### config.mk
export PLATFORM = sky130hd
export DESIGN_NAME = pcpi_nibble_loader
export DESIGN_NICKNAME = d
export VERILOG_FILES = /design/src/rtl/pcpi_loader_pkg.sv /design/src/rtl/pcpi_timeout_ctr.sv /design/src/rtl/pcpi_nibble_loader.sv
export SDC_FILE = /design/constraint.sdc
export NUM_CORES = 1
export LEC_CHECK = 0
export ABC_AREA = 1
export BUFFER_PORTS_ARGS = -buffer_cell sky130_fd_sc_hd__buf_2
export CAP_MARGIN = 20
export CORE_ASPECT_RATIO = 1.75
export CORE_MARGIN = 3
export CORE_UTILIZATION = 34
export DETAILED_ROUTE_END_ITERATION = 12
export SETUP_SLACK_MARGIN = 0.1
export SYNTH_ARGS = -nofsm -noshare
export SYNTH_HDL_FRONTEND = slang
export SYNTH_SLANG_ARGS = --single-unit
### constraint.sdc
create_clock -name clk -period 2 [get_ports clk]
set_input_delay 0.2 -clock clk [delete_from_list [all_inputs] [get_ports clk]]
set_output_delay 0.2 -clock clk [all_outputs]
set_load 0.02 [all_outputs]
### src/rtl/pcpi_loader_pkg.sv
// Shared types and sizing for the PCPI nibble loader slice.
package pcpi_loader_pkg;

  localparam int unsigned NIBBLES_PER_WORD = 8;
  localparam int unsigned NIBBLE_W         = 4;
  localparam int unsigned WORD_W           = NIBBLES_PER_WORD * NIBBLE_W;
  localparam int unsigned IDX_W            = $clog2(NIBBLES_PER_WORD);

  typedef enum logic [1:0] {
    ST_COLLECT = 2'd0,
    ST_ISSUE   = 2'd1,
    ST_SEND    = 2'd2
  } state_t;

endpackage

### src/rtl/pcpi_timeout_ctr.sv
// Idle-cycle counter for the ISSUE phase; flags the cycle whose count would reach the limit.
module pcpi_timeout_ctr #(
  parameter int unsigned TIMEOUT_CYCLES = 255
) (
  input  logic clk,
  input  logic rst_n,
  input  logic clear,
  input  logic hold,
  input  logic enable,
  output logic expired
);

  localparam logic [7:0] LAST = 8'(TIMEOUT_CYCLES - 1);

  logic [7:0] count;
  logic       advance;

  assign advance = enable && !hold && !clear;

  always_ff @(posedge clk or negedge rst_n) begin
    if (!rst_n) begin
      count <= '0;
    end else if (clear) begin
      count <= '0;
    end else if (advance) begin
      count <= count + 8'd1;
    end
  end

  // Expiry is decoded on the increment that reaches the limit, so the abort
  // lands after exactly TIMEOUT_CYCLES idle ISSUE cycles.
  assign expired = advance && (count == LAST);

endmodule

### src/rtl/pcpi_nibble_loader.sv
// Assembles 32-bit PCPI instructions from nibbles, issues them, and streams the result back as nibbles.
module pcpi_nibble_loader
  import pcpi_loader_pkg::*;
#(
  parameter int unsigned TIMEOUT_CYCLES = 255
) (
  input  logic        clk,
  input  logic        rst_n,
  input  logic        nib_valid,
  input  logic [3:0]  nib_data,
  output logic        nib_ready,
  output logic        pcpi_valid,
  output logic [31:0] pcpi_insn,
  input  logic        pcpi_ready,
  input  logic        pcpi_wait,
  input  logic        pcpi_wr,
  input  logic [31:0] pcpi_rd,
  output logic        res_valid,
  output logic [3:0]  res_data,
  input  logic        res_ready,
  output logic        busy,
  output logic        err
);

  localparam logic [IDX_W-1:0] LAST_IDX = IDX_W'(NIBBLES_PER_WORD - 1);

  state_t              state_q, state_d;
  logic [IDX_W-1:0]    k_q, j_q;
  logic [WORD_W-1:0]   insn_q, result_q;
  logic                pcpi_valid_q, err_q;
  logic                nib_fire, res_fire, last_nib, last_res;
  logic                tmo_enable, tmo_expired;

  assign nib_fire = nib_valid && nib_ready;
  assign res_fire = res_valid && res_ready;
  assign last_nib = nib_fire && (k_q == LAST_IDX);
  assign last_res = res_fire && (j_q == LAST_IDX);

  assign tmo_enable = (state_q == ST_ISSUE) && !pcpi_ready;

  pcpi_timeout_ctr #(
    .TIMEOUT_CYCLES(TIMEOUT_CYCLES)
  ) u_timeout (
    .clk     (clk),
    .rst_n   (rst_n),
    .clear   (last_nib),
    .hold    (pcpi_wait),
    .enable  (tmo_enable),
    .expired (tmo_expired)
  );

  always_ff @(posedge clk or negedge rst_n) begin
    if (!rst_n) begin
      state_q <= ST_COLLECT;
    end else begin
      state_q <= state_d;
    end
  end

  always_comb begin
    state_d = state_q;
    unique case (state_q)
      ST_COLLECT: if (last_nib) state_d = ST_ISSUE;
      ST_ISSUE: begin
        if (pcpi_ready)       state_d = pcpi_wr ? ST_SEND : ST_COLLECT;
        else if (tmo_expired) state_d = ST_COLLECT;
      end
      ST_SEND:    if (last_res) state_d = ST_COLLECT;
      default:    state_d = ST_COLLECT;
    endcase
  end

  always_comb begin
    nib_ready = (state_q == ST_COLLECT);
    res_valid = (state_q == ST_SEND);
    busy      = (state_q != ST_COLLECT);
  end

  always_ff @(posedge clk or negedge rst_n) begin
    if (!rst_n) begin
      k_q          <= '0;
      j_q          <= '0;
      insn_q       <= '0;
      result_q     <= '0;
      pcpi_valid_q <= 1'b0;
      err_q        <= 1'b0;
    end else begin
      if (nib_fire) begin
        for (int unsigned i = 0; i < NIBBLES_PER_WORD; i++) begin
          if (k_q == IDX_W'(i)) insn_q[i*NIBBLE_W +: NIBBLE_W] <= nib_data;
        end
        k_q <= last_nib ? '0 : k_q + IDX_W'(1);
        if (k_q == '0) err_q <= 1'b0;
      end
      if (last_nib) pcpi_valid_q <= 1'b1;

      if (state_q == ST_ISSUE) begin
        if (pcpi_ready) begin
          pcpi_valid_q <= 1'b0;
          if (pcpi_wr) result_q <= pcpi_rd;
        end else if (tmo_expired) begin
          pcpi_valid_q <= 1'b0;
          err_q        <= 1'b1;
        end
      end

      // The result is shifted out, so res_data is always the low nibble register.
      if (res_fire) begin
        result_q <= result_q >> NIBBLE_W;
        j_q      <= last_res ? '0 : j_q + IDX_W'(1);
      end
    end
  end

  assign pcpi_valid = pcpi_valid_q;
  assign pcpi_insn  = insn_q;
  assign res_data   = result_q[NIBBLE_W-1:0];
  assign err        = err_q;

endmodule

==> impl_results.md, run 1 <==
- Area Growth Syn to Fin: 23.71%
- Compound-gate portion of the synthesized area: 0.1244
- Area share of the largest cell type after synthesis: 0.5685
- P_int: around 0.0044 W
- # port buffers: 83
- Vias/cell: around 4.8
- Reg clk slew, reported paths: 0.06 ns
- Area of placed instances: approximately 4000 um^2
- Seq/Total Area, Yosys: 0.5685
- Max-slew violation count: 0
- Wire per inst: around 14 um
- GRT Util Overall: 0.1491
- Largest net degree at the start of global routing: 43
- CTS max path bufs: 2
- Worst Skew: 0.007304 ns
- Mapped Cells: 380
- WP data required: ~2.2 ns
- Largest family of logic cells by synthesized area: simple AND/OR/NAND/NOR gates
- RePlAce Congestion: 0.8811
- Max rail drop VDD: 0.6295 mV
- Crit-path max FO: 8
- Die Width: 83.89 um
- Crit start category: register
- CTS tree: yes
- Inserted Diodes: 0
- Max_cap viols: 0
- Net Switching: roughly 0.0026 W
- Status: complete, no violations
- Synth cell types: 23
- Rows: 49
- Syn. warnings: 0
- XOR/XNOR share of the synthesized area: 0
- CTS Buf Count: 9
- Actual slew at the worst max-slew pin: 0.5666 ns
- Total design power: 0.007030 W
- Share of layout cells above drive strength 1: 0.2548
- Skew-Pair Late Insertion Delay: roughly 0.34 ns
- Period utilization: 0.8025
- Synthesized net count: 433
- Adder-cell share of the synthesized area: 0.03466
- DIE AREA: around 12,000 um^2
- Mux cell area share after synthesis: 0
- Worst Hold Class: in -> reg
- First-pass GRT wire length: between 10 and 15 mm
- Top Ports: 84
- Clock power share: 0.269
- Top cell type by total area after synthesis: dfrtp_1
- Initial antenna violation count: 0
- Root Buffer: clkbuf_16
- DRT Pass-1 Iters: 4
- Leakage: about 2.2 nW
- CP Capture Type: register
- Synthesized area: 3610 um^2
- Die Y: around 140 um
- Syn_area_per_cell: 9.499 um^2
- Sw frac: 0.3686
- Final #Nets: 519
- H-tree lvl count: 3
- P per Cell Area: ~1600 nW/um^2
- Flop pwr share: 0.404
- Post-synthesis simple-gate area fraction: 0.2014
- Synth area leaders: dfrtp_1 (57%), nor2_1 (6.6%), nand2_1 (6.4%)
- Global route overflow: 0
- Initial DRC count: between 150 and 200
- Comb pwr share: 0.327
- Total routed wirelength: between 8 and 9 mm
- Final hold vios: 0
- Fillers: 1,052
- Setup TNS: 0 ns
- Final ANT Viol Nets: 0
- CP Data Arrival Time: around 1.8 ns
- DP HPWL: roughly 6.3 mm
- Post-place setup slack: between 0.4 and 0.5 ns
- Vias in the first global route: 2,864
- Post-CTS Resized: 0
- Critical path class: reg -> reg
- Via Count: around 2,900
- Rel. slew slack: 0.6223
- Total core area: 10,300 um^2
- Initial Utilization: 0.3505
- Post-CTS setup buffer count: 0
- Min Tclk post-route: ~1.6 ns
- # DRC: 0
- RSZ-0062 raised after global routing: no
- Seq cells post-synth: slightly above 80
- Fmax: about 0.62 GHz
- Setup violations, final: 0
- Total clock sinks: 82
- Post-route cell area: between 4000 and 5000 um^2
- Final worst slack: roughly 0.39 ns
per-stage QoR:
step | hold slack (ns) | cells | utilization
4_1_cts | 0.08116 | 598 | 0.4336
5_1_grt | 0.1064 | 598 | 0.4336
3_5_place_dp | 0.2358 | 581 | 0.3992
3_3_place_gp | 0.2263 | 581 | 0.3992
6_report | 0.09445 | 598 | 0.4336
2_1_floorplan | -0.09559 | 380 | -
sequential cells by signal, indices dropped and copies added (netlist names):
signal / cells
pcpi_valid: 1
k_q: 3
state_q: 2
result_q: 32
err: 1
u_timeout.count: 8
pcpi_insn: 32
j_q: 3
Yosys cell counts:
cell and count:
a21oi_1 4, buf_2 4, buf_4 4, buf_6 8, dfrtp_1 82, ha_1 10
inv_1 29, inv_2 2, nand2_1 62, nand2_2 5, nand3_1 19, nand3_2 1
nand3_4 3, nand3b_1 2, nand4_1 3, nor2_1 63, nor2_4 1, nor3_1 1
nor3b_4 1, o21ai_0 40, o21ai_1 7, o22ai_1 27, o22ai_2 2
critical path: stages, from the launching register on:
cell	delay, ns
dfrtp_1	0.47
nand3b_1	0.20
nor2_1	0.43
nand2_1	0.22
nand3_1	0.11
nand2_1	0.05
layer usage:
layer  share of wire  GRT usage  up-vias
li1                -          -     1437
met3           0.054    0.03998       12
met4           0.018    0.05508        0
met5               0          0        -
met2            0.51     0.2535       71
met1            0.41     0.1813     1374
cells by family after synthesis:
logic type	count (synthesis)
simple gates	161
flops	82
compound gates	80
fa+ha+maj	10
buf+inv	47
layout by cell type (no fill, tap or decap), types with 2 or more instances in the layout:
cell,instances
nand2_1,62
dfrtp_1,82
inv_1,29
clkbuf_16,9
a21oi_1,4
nor2_1,63
inv_2,2
o21ai_1,7
nand2_2,5
nand4_1,3
buf_2,82
o22ai_2,2
buf_4,7
clkinv_4,2
bufinv_16,3
o22ai_1,27
nand3_1,19
nand3_4,3
o21ai_0,40
nand3b_1,2
ha_1,10
final timing paths:
check                      cells past startpoint  slack, ns           from       endpoint
min in group asynchronous                      2       0.40          rst_n    result_q[3]
max reg2reg                                    5       0.39     state_q[1]     state_q[0]
max in group asynchronous                      3       1.00          rst_n         k_q[0]
min                                            3       0.09    pcpi_rd[28]   result_q[28]
min reg2reg                                    2       0.49  pcpi_insn[10]  pcpi_insn[10]
max                                            5       0.39     state_q[1]     state_q[0]
power by group through the flow:
stage               sequential, W  clock [W]  combinational [W]
CTS                       0.00284    0.00193            0.00235
detailed placement        0.00286          0            0.00234
floorplan                 0.00315          0            0.00131
global placement          0.00284          0            0.00227
finish                    0.00284    0.00189            0.00230
global route              0.00294    0.00199            0.00260
repair_timing:
action                                 4_1_cts  5_1_grt
hold buffers                                 1        0
endpoints found under the hold margin       40        0
setup endpoints to repair                    0        0
area by class of cell:
cell class,instances,area (um^2),area share
Sequential cell,82,2052,0.4595
Tap cell,127,158.9,0.03558
Clock buffer,10,229.0,0.05127
Multi-Input combinational cell,251,1301,0.2914
Inverter,31,116.4,0.02606
Clock inverter,6,115.1,0.02578
Timing Repair Buffer,91,493.0,0.1104
(Power assumes the default switching activity.)
==> run 2, diff against run 1 <==
clock period = 1.7 ns   (was 2 ns; I/O delays follow)
==> run 2 against run 1 <==
  * Die area unchanged
  * Cell area up 1.3%
  * Hold slack worse by 0.021 ns
  * Non-clock buffer count is 3 higher
  * Critical endpoint is now u_timeout.count[1]
  * Largest power group unchanged
==> impl_results.md, run 2 (synthesized netlist as in run 1, its figures left out) <==
- Total design power: 0.008177 W (+16%)
- Comb pwr share: 0.335 (+0.008)
- DRT Pass-1 Iters: 5 (+1)
- First-pass GRT wire length: 13.67 mm (-4.0%)
- Cells after DPL: 584 (+0.52%)
- Setup TNS: 0 ns (unchanged)
- Initial Utilization: 0.3505 (unchanged)
- Final hold vios: 0 (unchanged)
- Rel. slew slack: 0.6517 (+0.02940)
- CP Capture Type: register
- Largest net degree at the start of global routing: 40 (-7.0%)
- Most frequent cells in the layout: buf_2 (82), dfrtp_1 (81), nor2_1 (63)
- Vias in the first global route: 2,843 (-0.73%)
- Net Switching: 0.003016 W (+16%)
- CP Data Arrival Time: 1.69 ns (-0.13 ns)
- CTS Buf Count: 9 (unchanged)
- Most common cell after layout, fill and taps aside: buf_2
- Crit start category: register
- Total routed wirelength: 8.193 mm (-5.2%)
- DP HPWL: 5.908 mm (-5.7%)
- Root Buffer: clkbuf_16
- Worst Hold Class: in -> reg
- RePlAce Congestion: 0.8215 (-6.8%)
- Sw frac: 0.3689 (about the same)
- Min Tclk post-route: 1.442 ns (-0.1628 ns)
- Worst-case reg-to-reg path depth: 7 (+2)
- Final ANT Viol Nets: 0 (unchanged)
- RSZ-0062 raised after global routing: no
- R2R Setup Slk: 0.26 ns (-0.14 ns)
- Period utilization: 0.8484 (+0.04585)
- Hold_ws: 0.07345 ns (-0.02100 ns)
- # port buffers: 83 (unchanged)
- Post-CTS setup buffer count: 0 (unchanged)
- WP data required: 1.95 ns (-0.27 ns)
- Total core area: 10,300 um^2 (unchanged)
- Die Y: 142.3 um (unchanged)
- Max rail drop VDD: 0.7756 mV (+23%)
- Top Ports: 84 (unchanged)
- Final #Nets: 522 (+0.58%)
- Hold Path Stages: 3 (unchanged)
- Wire per inst: 13.63 um (-5.7%)
- Via Count: 2,880 (-0.48%)
- P_int: 0.005161 W (+16%)
- WHS Endpoint: result_q[30]
- Actual slew at the worst max-slew pin: 0.5225 ns (-0.04410 ns)
- Reg clk slew, reported paths: 0.06 ns (about the same)
- Die Width: 83.89 um (unchanged)
- Rows: 49 (unchanged)
- P per Cell Area: 1807 nW/um^2 (+15%)
- Setup violations, final: 0 (unchanged)
- Skew-Pair Late Insertion Delay: 0.33 ns (about the same)
- Global route overflow: 0 (unchanged)
- Status: complete, no violations
- H-tree lvl count: 3 (unchanged)
- Crit-path max FO: 12 (+4)
- Area Growth Syn to Fin: 25.34%
- Reg2reg start: k_q[0]
- Vias/cell: 4.792 (-0.98%)
- Final non-filler cell total: 601 (+0.50%)
- Leakage: 2.239 nW (+1.6%)
- DIE AREA: 11,940 um^2 (unchanged)
- CTS max path bufs: 2 (unchanged)
- Max-slew violation count: 0 (unchanged)
- Share of layout cells above drive strength 1: 0.2679 (+0.01316)
- Fmax: 0.6934 GHz (+11%)
- Flop pwr share: 0.409 (+0.005)
- Critical path class: reg -> reg
- Initial antenna violation count: 0 (unchanged)
- Max_cap viols: 0 (unchanged)
- Clock power share: 0.256 (-0.013)
- CTS tree: yes
- Initial DRC count: 157 (-7.6%)
- Inserted Diodes: 0 (unchanged)
- HP Start: pcpi_rd[30]
- # DRC: 0 (unchanged)
- Worst reg2reg endpoint: u_timeout.count[1]
- Total clock sinks: 82 (unchanged)
- Worst Skew: 0.006457 ns (-0.0008468 ns)
- GRT Util Overall: 0.1422 (-0.006920)
-- run 2: layer usage --
metal,part of all wire,up-vias,track usage
met5,0,-,0
met4,0.019,0,0.05424
met3,0.050,10,0.03940
met2,0.51,85,0.2379
met1,0.42,1351,0.1747
li1,-,1434,-
-- run 2: repair_timing --
item	4_1_cts	5_1_grt
hold buffers	1	0
setup endpoints to repair	0	9
hold endpoints to repair	37	0
gates resized for setup	0	4
-- run 2: power groups by stage --
stage,clock network (W),logic [W],registers (W)
floorplan,0,0.00154,0.00371
finish,0.00209,0.00274,0.00334
global placement,0,0.00269,0.00335
CTS,0.00215,0.00278,0.00334
global route,0.00221,0.00310,0.00346
detailed placement,0,0.00278,0.00336
-- run 2: final cells by class --
cell class / count / area (um^2)
Fill cell: 1038 / 5776
Sequential cell: 82 / 2053
Multi-Input combinational cell: 251 / 1316
Timing Repair Buffer: 94 / 553.0
Clock buffer: 10 / 239.0
Tap cell: 127 / 158.9
Inverter: 31 / 116.4
Clock inverter: 6 / 87.58
-- run 2: worst max-delay path, stage by stage (launching register included) --
cell and delay (ns):
dfrtp_1 0.40, ha_1 0.24, ha_1 0.23, nand2_4 0.15
nand2_1 0.12, inv_1 0.11, nand2_1 0.05, o21ai_0 0.07
-- run 2: worst max path at each step --
| stage | start | to | slack (ns) | cells past startpoint |
|---|---|---|---|---|
| 2_1_floorplan | state_q[0] | result_q[10] | 0.37 | 8 |
| 3_3_place_gp | state_q[1] | u_timeout.count[1] | 0.21 | 6 |
| 3_5_place_dp | state_q[1] | u_timeout.count[1] | 0.18 | 6 |
| 4_1_cts | state_q[1] | pcpi_insn[24] | 0.17 | 4 |
| 5_1_grt | state_q[0] | pcpi_insn[2] | 0.11 | 4 |
| 6_report | k_q[0] | u_timeout.count[1] | 0.26 | 7 |
-- run 2: stage by stage --
step	setup WS [ns]	area, um^2	util
CTS	0.1663	4508	0.4377
floorplan	0.3660	3610	-
finish	0.2577	4524	0.4393
global route	0.1074	4524	0.4393
detailed placement	0.1802	4172	0.4050
global placement	0.2086	4172	0.4050
==> run 3, diff against run 2 <==
ABC_AREA = 0   (was 1)
clock period = 1.23 ns   (was 1.7 ns; I/O delays follow)
==> run 3 against run 2 <==
  * The flow now finishes with violations (negative setup slack)
  * First-iteration DRC count fell by 59%
  * Via count fell by 3.6%
  * Global-route usage rose by 1.1 points
  * Combinational power rose by 99%
  * Core utilization rose by 7.6 points
  * Largest cell class unchanged
==> impl_results.md, run 3 <==
- Initial Utilization: 0.3548 (+0.004329)
- Total routed wirelength: 8.908 mm (+8.7%)
- Vias in the first global route: 2,915 (+2.5%)
- Total core area: 10,030 um^2 (-2.6%)
- Period utilization: 1.346 (+0.4979)
- Total clock sinks: 82 (unchanged)
- Largest net degree at the start of global routing: 41 (+2.5%)
- Commonest cells post-synth: dfrtp_1 (82), inv_1 (37), mux2_2 (34)
- RSZ-0062 raised after global routing: yes
- Most common cell after layout, fill and taps aside: dfrtp_1
- Most common cell in the synthesized netlist: dfrtp_1
- Rows: 48 (-2.0%)
- Inserted Diodes: 0 (unchanged)
- Sw frac: 0.3477 (-0.02119)
- Top cell type by total area after synthesis: dfrtp_1
- Max-slew violation count: 0 (unchanged)
- Total design power: 0.01268 W (+55%)
- CP max-delay cell: or4b_4
- Area share of the largest cell type after synthesis: 0.5767 (+0.008195)
- P per Cell Area: 2452 nW/um^2 (+36%)
- Clock power share: 0.214 (-0.042)
- Net Switching: 0.004409 W (+46%)
- Synth cell types: 36 (+57%)
- CP Data Arrival Time: 1.92 ns (+0.23 ns)
- # DRC: 0 (unchanged)
- CP peak stage delay: 0.55 ns (+0.15 ns)
- P_int: 0.008272 W (+60%)
- Leakage: 2.590 nW (+16%)
- Worst Skew: 0.006988 ns (+0.0005314 ns)
- Actual slew at the worst max-slew pin: 0.3038 ns (-0.2187 ns)
- CTS Buf Count: 9 (unchanged)
- Fillers: 876 (-16%)
- Seq cells post-synth: 82 (unchanged)
- Final worst slack: -0.4259 ns (-0.6836 ns)
- Initial antenna violation count: 0 (unchanged)
- Skew-Pair Late Insertion Delay: 0.34 ns (about the same)
- CTS tree: yes
- Failing checks: negative setup slack
- Final hold vios: 0 (unchanged)
- Min Tclk post-route: 1.656 ns (+0.2136 ns)
- First-pass GRT wire length: 14.16 mm (+3.6%)
- Comb pwr share: 0.431 (+0.096)
- Setup violations, final: 85 (+85)
- Final ANT Viol Nets: 0 (unchanged)
- Wire per inst: 15.94 um (+17%)
- Via Count: 2,775 (-3.6%)
- Top Ports: 84 (unchanged)
- # port buffers: 83 (unchanged)
- Most frequent cells in the layout: dfrtp_1 (82), buf_2 (80), inv_1 (37)
- Synthesized area: 3558 um^2 (-1.4%)
- Die Y: 141.3 um (-0.68%)
- Vias/cell: 4.964 (+3.6%)
- Mapped Cells: 307 (-19%)
- Global route overflow: 0 (unchanged)
- CP bufs+invs: 0 (-1)
- Top FF cell, synth: dfrtp_1
- Die Width: 83.34 um (-0.66%)
- Root Buffer: clkbuf_16
- Status: finished with violations
- Crit start category: register
- Share of layout cells above drive strength 1: 0.4885 (+0.2205)
- Final #Nets: 482 (-7.7%)
- Post-synthesis async set-or-reset flop share: 1.000 (unchanged)
- Worst path top cell family by delay: simple AND/OR/NAND/NOR gates
- Setup TNS: -24.33 ns (-24.33 ns)
- H-tree lvl count: 3 (unchanged)
- Flop pwr share: 0.355 (-0.054)
- RePlAce Congestion: 0.8072 (-1.7%)
- Max_cap viols: 0 (unchanged)
- Synthesized net count: 360 (-17%)
- Worst Hold Class: in -> reg
- DP HPWL: 6.052 mm (+2.4%)
- CTS max path bufs: 2 (unchanged)
- GRT Util Overall: 0.1528 (+0.01062)
- Synth area leaders: dfrtp_1 (58%), mux2_2 (11%), o22ai_1 (4.9%)
- Critical path class: reg -> reg
- Initial DRC count: 65 (-59%)
- DRT Pass-1 Iters: 4 (-1)
- Critical path cell sequence: or4b_4 -> or4_1 -> a21oi_2
- CP Capture Type: register
- Area Growth Syn to Fin: 45.36%
- Max rail drop VDD: 1.507 mV (+94%)
- WP data required: 1.50 ns (-0.45 ns)
- Seq/Total Area, Yosys: 0.5767 (+0.008195)
- Rel. slew slack: 0.7957 (+0.1440)
- Crit-path max FO: 4 (-8)
- Fmax: 0.6039 GHz (-13%)
- Reg clk slew, reported paths: 0.06 ns (about the same)
- EDFF count, synth: 0 (unchanged)
- DIE AREA: 11,780 um^2 (-1.3%)
- Syn_area_per_cell: 11.59 um^2 (+22%)
- Syn. warnings: 0 (unchanged)
run 3: cell types whose count changed after synthesis, moves of 4 or more:
| cell | change |
|---|---|
| o21ai_0 | -33 |
| a21oi_1 | +29 |
| nand2_1 | -53 |
| nand2_2 | -5 |
| clkbuf_1 | +13 |
| nor3_1 | +5 |
| buf_6 | -7 |
| a22o_1 | +4 |
| nor2_1 | -62 |
| inv_1 | +8 |
| nand3_1 | -13 |
| mux2_2 | +34 |
| o21ai_1 | -7 |
run 3: timing repair:
| item | in CTS | in global routing |
|---|---|---|
| pin swaps | 17 | 6 |
| hold buffers | 1 | 0 |
| endpoints found under the hold margin | 82 | 0 |
| gates resized for setup | 49 | 24 |
| cloned | 2 | 2 |
| buffers inserted | 9 | 4 |
| setup endpoints to repair | 85 | 85 |
run 3: layout make-up:
type                    instances  area (um^2)  share of cell area
clock buffers                  12        256.5             0.04959
clock inverters                 4        50.05            0.009676
inverters                      37        138.9             0.02685
multi-input cells             168         1529              0.2956
flip-flops and latches         82         2052              0.3967
well taps                     125        156.4             0.03024
repair buffers                131        989.7              0.1913
run 3: power by group through the flow:
stage | combinational [W] | clock, W | sequential [W]
after floorplan | 0.00226 | 0 | 0.00511
after global routing | 0.00592 | 0.00292 | 0.00464
after global placement | 0.00437 | 0 | 0.00444
after detailed placement | 0.00447 | 0 | 0.00449
final | 0.00546 | 0.00271 | 0.00450
after CTS | 0.00517 | 0.00280 | 0.00446
run 3: path summary, 6_finish.rpt:
check	startpoint	end	slack, ns	cells past startpoint
setup / recovery	state_q[1]	u_timeout.count[4]	-0.43	3
hold / removal	pcpi_rd[28]	result_q[28]	0.02	2
setup reg to reg	state_q[1]	u_timeout.count[4]	-0.43	3
hold reg to reg	u_timeout.count[5]	u_timeout.count[5]	0.48	1
max in group asynchronous	rst_n	pcpi_insn[7]	0.52	3
min in group asynchronous	rst_n	result_q[23]	0.21	2
run 3: kinds of logic after synthesis:
kind of cell / count (synthesis) / synth area share
compound gates: 78 / 0.1283
buf+inv: 57 / 0.06716
mux: 37 / 0.1160
flops: 82 / 0.5767
fa+ha+maj: 10 / 0.03516
simple gates: 43 / 0.07665
run 3: metal layers:
layer	up-vias	part of all wire	wire length [um]	track usage
met5	-	0	0	0
met3	15	0.055	494	0.04765
met1	1343	0.42	3716	0.1825
met2	93	0.50	4496	0.2521
met4	0	0.023	201	0.06891
li1	1324	-	-	-
run 3: stage by stage:
step	util	hold WS [ns]	setup slack (ns)	instances	area, um^2
global placement	0.4379	0.02162	-0.4068	527	4392
detailed placement	0.4379	0.02726	-0.4657	527	4392
floorplan	-	-0.1726	-0.5231	307	3720
CTS	0.4983	0.01015	-0.3905	555	4997
finish	0.5157	0.02498	-0.4259	559	5172
global route	0.5157	0.01802	-0.4904	559	5172
